## src/rtl/mem_access_ctl_pkg.sv

```systemverilog
// Shared definitions for the memory access controller: default widths and FSM state encoding.
package mem_access_ctl_pkg;

  localparam int DATA_W_DEF   = 8;
  localparam int RAM_SIZE_DEF = 32;

  typedef enum logic [2:0] {
    IDLE,
    PTR,
    PTR_W,
    RD,
    RD_W,
    WR,
    DONE
  } state_t;

endpackage

```

## src/rtl/mem_access_ctl.sv

```systemverilog
// Single-request controller for an external synchronous RAM; supports direct and
// pointer-indirect reads and writes, with an error flag for out-of-range pointers.
module mem_access_ctl
  import mem_access_ctl_pkg::*;
#(
  parameter int DATA_W   = DATA_W_DEF,
  parameter int RAM_SIZE = RAM_SIZE_DEF,
  parameter int ADDR_W   = $clog2(RAM_SIZE)
) (
  input  logic              clk,
  input  logic              rst_n,
  input  logic              req,
  input  logic              op_wr,
  input  logic              indirect,
  input  logic [ADDR_W-1:0] addr,
  input  logic [DATA_W-1:0] wdata,
  output logic              busy,
  output logic              ack,
  output logic              err,
  output logic [DATA_W-1:0] rdata,
  output logic [ADDR_W-1:0] ram_raddr,
  input  logic [DATA_W-1:0] ram_dout,
  output logic              ram_we,
  output logic [ADDR_W-1:0] ram_waddr,
  output logic [DATA_W-1:0] ram_din
);

  state_t              state, next_state;
  logic                op_q;
  logic [ADDR_W-1:0]   addr_q;
  logic [DATA_W-1:0]   wdata_q;
  logic                err_q;
  logic [DATA_W-1:0]   rdata_q;
  logic                ptr_bad;

  // A pointer is rejected if any bit above the address field is set or it indexes past the RAM.
  assign ptr_bad = ((ram_dout >> ADDR_W) != '0) || (int'(ram_dout) >= RAM_SIZE);

  always_ff @(posedge clk or negedge rst_n) begin
    if (!rst_n) begin
      state <= IDLE;
    end else begin
      state <= next_state;
    end
  end

  always_comb begin
    next_state = state;
    case (state)
      IDLE: begin
        if (req) begin
          if (indirect)   next_state = PTR;
          else if (op_wr) next_state = WR;
          else            next_state = RD;
        end
      end
      PTR:   next_state = PTR_W;
      PTR_W: begin
        if (ptr_bad)   next_state = DONE;
        else if (op_q) next_state = WR;
        else           next_state = RD;
      end
      RD:    next_state = RD_W;
      RD_W:  next_state = DONE;
      WR:    next_state = DONE;
      DONE:  next_state = IDLE;
      default: next_state = IDLE;
    endcase
  end

  always_comb begin
    busy      = (state != IDLE);
    ack       = (state == DONE);
    err       = (state == DONE) && err_q;
    ram_we    = (state == WR);
    ram_waddr = addr_q;
    ram_din   = wdata_q;
    ram_raddr = addr_q;
    rdata     = rdata_q;
  end

  // Request fields are captured once in IDLE; addr_q is later replaced by the dereferenced pointer.
  always_ff @(posedge clk or negedge rst_n) begin
    if (!rst_n) begin
      op_q    <= 1'b0;
      addr_q  <= '0;
      wdata_q <= '0;
      err_q   <= 1'b0;
      rdata_q <= '0;
    end else begin
      case (state)
        IDLE: begin
          if (req) begin
            op_q    <= op_wr;
            addr_q  <= addr;
            wdata_q <= wdata;
          end
        end
        PTR_W: begin
          if (ptr_bad) err_q  <= 1'b1;
          else         addr_q <= ram_dout[ADDR_W-1:0];
        end
        RD_W:    rdata_q <= ram_dout;
        DONE:    err_q   <= 1'b0;
        default: ;
      endcase
    end
  end

endmodule

```

## config.mk

```make
export PLATFORM = sky130hd
export DESIGN_NAME = mem_access_ctl
export DESIGN_NICKNAME = d
export VERILOG_FILES = /design/src/rtl/mem_access_ctl_pkg.sv /design/src/rtl/mem_access_ctl.sv
export SDC_FILE = /design/constraint.sdc
export NUM_CORES = 1
export LEC_CHECK = 0
export ABC_AREA = 1
export CAP_MARGIN = 15
export CORE_MARGIN = 2
export CORE_UTILIZATION = 42
export DETAILED_ROUTE_END_ITERATION = 8
export HOLD_SLACK_MARGIN = 0.05
export PLACE_DENSITY = 0.86
export SLEW_MARGIN = 5
export SYNTH_ARGS = -nofsm -noshare
export SYNTH_HDL_FRONTEND = slang
export SYNTH_SLANG_ARGS = --single-unit
```

## constraint.sdc

```tcl
create_clock -name clk -period 1.6 [get_ports clk]
set_input_delay 0.32 -clock clk [delete_from_list [all_inputs] [get_ports clk]]
set_output_delay 0.32 -clock clk [all_outputs]
set_load 0.005 [all_outputs]
```

==> results of run 1 <==
[flip-flops by register name, summed over array words and instances, names as in the netlist]
signal     cells
ram_raddr      5
op_q           1
err_q          1
state          3
rdata          8
ram_din        8
[cells in the final DEF (no fill, tap or decap), types with 2 or more instances in the layout]
cell type / Yosys / final
nand2_1: 42 / 41
buf_6: 3 / 3
nand3_2: 1 / 2
a21oi_1: 2 / 2
inv_2: 2 / 3
nand2_2: 2 / 3
nor2_1: 3 / 3
clkbuf_4: 0 / 3
dfrtp_1: 26 / 26
buf_4: 5 / 13
mux2_4: 2 / 2
o21ai_0: 3 / 3
buf_2: 0 / 3
o21ai_1: 11 / 11
nor2_4: 2 / 2
inv_1: 21 / 20
o21ai_2: 9 / 9
nand3_1: 5 / 4
clkdlybuf4s50_1: 0 / 50
[cell type report]
class | instances | share of cell area (%)
Sequential cell | 26 | 32.4
Clock inverter | 1 | 1.49
Inverter | 23 | 4.30
Clock buffer | 3 | 1.12
Tap cell | 33 | 2.05
Timing Repair Buffer | 71 | 33.1
Multi-Input combinational cell | 88 | 25.6
[cells in the mapped netlist (all sizes together)]
cell	count
inv	23
nand3b	1
o21ai	23
buf	8
nor2	6
a21oi	2
nand2	44
nor3	1
nand4	1
nand3	7
mux2	2
nor4	1
dfrtp	26
[stage by stage]
step                worst slack, ns  hold slack (ns)  instances  total power, mW  util [%]
finish                       0.0599            0.349        245             3.67      66.9
global route              -0.000459            0.362        245             3.98      66.9
CTS                         -0.0733            0.363        241             3.63      65.5
detailed placement           0.0575            0.468        233             3.10      62.5
global placement             0.0927            0.465        233             3.05      62.5
floorplan                     0.408           0.0244        145             2.21         -
[cell families after synthesis]
logic type             after synthesis  share of synthesized area (%)
AOI/OAI and AO/OA                   25                           12.2
muxes                                2                           2.31
buffers and inverters               31                           12.2
DFF                                 26                           50.1
and+or+nand+nor                     61                           23.1
[power groups by stage]
stage	logic [mW]	registers, mW	clock network, mW
2_1_floorplan	1.01	1.20	0
3_3_place_gp	1.91	1.15	0
3_5_place_dp	1.94	1.16	0
4_1_cts	2.02	1.15	0.459
5_1_grt	2.31	1.18	0.486
6_report	2.09	1.14	0.444
[worst max path at each step]
stage / slack (ns) / start / endpoint / depth (start not counted)
finish: 0.06 / ram_raddr[3] / ram_waddr[3] / 1
global route: -0.0005 / ram_raddr[0] / ram_raddr[0] / 1
CTS: -0.07 / state[0] / ram_we / 5
detailed placement: 0.06 / state[0] / err / 2
global placement: 0.09 / state[1] / err / 3
floorplan: 0.41 / state[0] / rdata[6] / 3
[repair_timing]
item | in CTS | in global routing
pin swaps | 1 | 2
buffers inserted | 4 | 5
endpoints found under the hold margin | 0 | 0
resized for setup | 20 | 6
hold buffers | 0 | 0
setup endpoints to repair | 4 | 15
[routing by layer]
| layer | part of all wire, % | wire, um |
|---|---|---|
| met3 | 6.7 | 180 |
| met4 | 0.44 | 12 |
| met1 | 43 | 1160 |
| met2 | 50 | 1350 |
| met5 | 0 | 0 |
==> qor.yml, run 1 <==
cap_violations: 0
wl_um: 2700
crit_fanout: 3
seq_area_um2: 651
setup_viol: 0
reg2reg_from: "state[0]"
io_pins: 56
startpoint_type: "flip-flop"
cts_sinks: 26
clkPwrFrac_pct: 12.1
sequentialPowerShare_pct: 31.1
post_drt_wl_per_cell_um: 11.0
status: "finished clean"
synth_top_area_cell: "dfrtp_1"
design_area_mm2: 0.00201
reg2regPathDepth: 8
powerDensity_mw_per_mm2: 1830
cp.arrival_ns: 1.22
postPlaceCellArea_mm2: 0.00188
grt_util_met3_pct: 3.71
cp_top_family: "buffers and inverters"
path_class: "reg -> out"
dpl.hpwl_um: 2010
nets: 239
routed-via-count: 1127
yosysWarnings: 0
die_area_mm2: 0.00355
via_per_inst: 4.60
fmax_mhz: 649
row_count: 20
antenna_found_initial: 0
overflow: 0
slowest_delay_ns: 0.51
min_path_type: "in -> async"
syn_nets: 171
critPathBufInv: 1
synth_top_area_share_pct: 50.1
numCtsBuffers: 3
finalClockSkew_ns: 0.0138
clockBufferDepth: 2
dieHeight_um: 59.6
place_congestion: 0.825
grtUsageMet2_pct: 27.8
peakVddDrop_mv: 0.768
worst_slew_pin_slew_ns: 0.320
first_iter_violations: 30
ant_nets: 0
power_frac_comb_pct: 56.8
fin_crit_ns: 1.54
drc: 0
n_fill_cell: 233
ys_seq_area_share_pct: 50.1
cts_root_buf: "clkbuf_4"
h-tree-depth: 1
multi_input_area_um2: 514
hold_viol: 0
die-width_um: 59.6
clkTransAtPathRegs_ns: 0.15
dr.pass1.iters: 4
leakage_nw: 1.02
syn_area_mm2: 0.00130
period_share_pct: 96.3
busiest_layer: "met2"
r2r_slack_ns: 0.18
ys_types: 22
avgSynthCellArea_um2: 8.95
swShare_pct: 35.1
drv_slew: 0
grt_start_max_net_pins: 27
worst_path_max_delay_cell: "clkdlybuf4s50_1"
io_buffers: 55
setup_tns_ns: 0
crit_chain: "clkdlybuf4s50_1"
core_area_mm2: 0.00300
cts_tree: "yes"
cp-end-kind: "primary output"
intPower_mw: 2.38
synth.area.top_cells: "dfrtp_1, nand2_1, inv_1"
synth-seq-cells: 26
synthCells: 145
grtUsageTotal_pct: 15.9
netSwitchingPower_mw: 1.29
cp.required_ns: 1.28
grt_use_met1_pct: 19.6
reg2reg_to: "ram_raddr[1]"
grt_pass1_wl_um: 4260
drive_above_1_share_pct: 23.6
insertion_delay_ns: 0.32
grt_pass1_vias: 977
max_slew_margin_pct: 78.6
diodes: 0
start_util_pct: 43.2
syn_to_final_growth_pct: 54.9
Note: power is estimated with default switching activity, not from simulation.
==> inputs of run 2 (changes only) <==
--- a/config.mk
+++ b/config.mk
@@ -10,8 +10,9 @@
 export CORE_MARGIN = 2
 export CORE_UTILIZATION = 42
 export DETAILED_ROUTE_END_ITERATION = 8
+export GPL_TIMING_DRIVEN = 1
 export HOLD_SLACK_MARGIN = 0.05
-export PLACE_DENSITY = 0.86
+export PLACE_DENSITY_LB_ADDON = 0.25
 export SLEW_MARGIN = 5
 export SYNTH_ARGS = -nofsm -noshare
 export SYNTH_HDL_FRONTEND = slang
==> run 2 against run 1 <==
Compared with the run above:
- largest power group unchanged
- setup slack got worse by 0.0055 ns
- cell count fell by 1.6%
- combinational power rose by 2%
- clock power fell by 27%
- fmax fell by 0.36%
==> qor.yml, run 2 (synthesis results as in run 1) <==
status: "finished clean"
die_area_mm2: 0.00355
grt_start_max_net_pins: 27
wl_um: 3030
h-tree-depth: 1
finalClockSkew_ns: 0.00146
crit_fanout: 3
syn_to_final_growth_pct: 52.9
via_per_inst: 4.91
powerDensity_mw_per_mm2: 1810
ant_nets: 0
crit_chain: "buf_4 -> inv_4 -> nor4_2 -> buf_2"
diodes: 0
peakVddDrop_mv: 0.836
power_mw: 3.60
cap_violations: 0
slowest_delay_ns: 0.37
clkTransAtPathRegs_ns: 0.13
dr.pass1.iters: 4
insertion_delay_ns: 0.31
drv_slew: 0
worst_path_max_delay_cell: "dfrtp_1"
startpoint_type: "flip-flop"
drc: 0
grt_pass1_wl_um: 4930
final_common_cell: "clkdlybuf4s50_1"
numCtsBuffers: 3
rsz0062_at_grt: "true"
io_pins: 56
path_class: "reg -> out"
post_drt_wl_per_cell_um: 12.6
core_area_mm2: 0.00300
cp-end-kind: "primary output"
cts_tree: "yes"
nets: 235
fmax_mhz: 647
fin_crit_ns: 1.55
routed-via-count: 1184
design_area_mm2: 0.00198
place_inst: 232
period_share_pct: 96.6
dpl.hpwl_um: 2230
setup_tns_ns: 0
cp.arrival_ns: 1.23
postPlaceCellArea_mm2: 0.00187
setup_viol: 0
row_count: 20
start_util_pct: 43.2
min_path_type: "in -> async"
final_cell_mix: "clkdlybuf4s50_1, nand2_1, dfrtp_1"
leakage_nw: 1.04
place_congestion: 0.832
overflow: 0
worst_slew_pin_slew_ns: 0.326
finish.utilization_pct: 66.1
grt_pass1_vias: 1143
dieHeight_um: 59.6
antenna_found_initial: 0
io_buffers: 55
cts_sinks: 26
clockBufferDepth: 2
drive_above_1_share_pct: 21.6
cts_root_buf: "clkbuf_4"
hold_viol: 0
grtUsageTotal_pct: 18.4
max_slew_margin_pct: 78.2
first_iter_violations: 61
cp.required_ns: 1.28
finalNonFillerCells: 241
die-width_um: 59.6
## run 2: cell count changes in the layout (fill, tap and decap cells not counted), moves of 2 or more
| cell | previous run | this run |
|---|---|---|
| buf_4 | 13 | 8 |
| clkdlybuf4s50_1 | 50 | 47 |
| dlymetal6s2s_1 | 1 | 4 |
| nand2_2 | 3 | 1 |
## run 2: worst paths after layout
kind | from | endpoint | slack (ns) | depth (start not counted)
setup reg to reg | state[0] | ram_raddr[0] | 0.15 | 9
max in group asynchronous | rst_n | ram_din[4] | 1.00 | 2
min in group clk | ram_din[3] | ram_din[3] | 0.51 | 2
hold reg to reg | ram_din[3] | ram_din[3] | 0.51 | 2
setup / recovery | state[2] | err | 0.05 | 4
hold / removal | rst_n | rdata[7] | 0.36 | 2
## run 2: critical path, delay by kind of cell (launching register included)
family	cells	cell delay (ns)
flops	1	0.37
buf+inv	3	0.31
simple gates	1	0.23
## run 2: what timing repair did
item | in CTS | in global routing
pin swaps | 2 | 2
endpoints found under the hold margin | 0 | 0
cloned | 0 | 0
gates resized for setup | 21 | 10
buffers inserted | 4 | 1
endpoints found under the setup margin | 4 | 13
hold buffers | 0 | 0
## run 2: layout make-up
class / count / area (um^2)
Multi-Input combinational cell: 88 / 522
Fill cell: 248 / 1020
Inverter: 23 / 88.8
Sequential cell: 26 / 651
Clock buffer: 4 / 36.3
Timing Repair Buffer: 67 / 646
Tap cell: 33 / 41.3
## run 2: per-layer routing
metal / vias to the layer above / part of all wire (%) / track usage, %
met5: - / 0 / 0
met4: 0 / 1.6 / 8.89
met3: 6 / 7.7 / 4.37
met2: 65 / 50 / 30.6
met1: 540 / 41 / 22.5
li1: 573 / - / -
## run 2: metrics by stage
stage / hold WS (ns) / setup slack, ns
floorplan: 0.0244 / 0.408
global placement: 0.464 / 0.0777
detailed placement: 0.471 / 0.0335
CTS: 0.367 / 0.00197
global route: 0.376 / -0.0294
finish: 0.357 / 0.0544
## run 2: where the power goes
group	internal, mW	switching [mW]	leakage (nW)
Combinational	1.13	0.993	0.701
Clock	0.139	0.187	0.0210
Sequential	0.970	0.178	0.321
Total	2.24	1.36	1.04
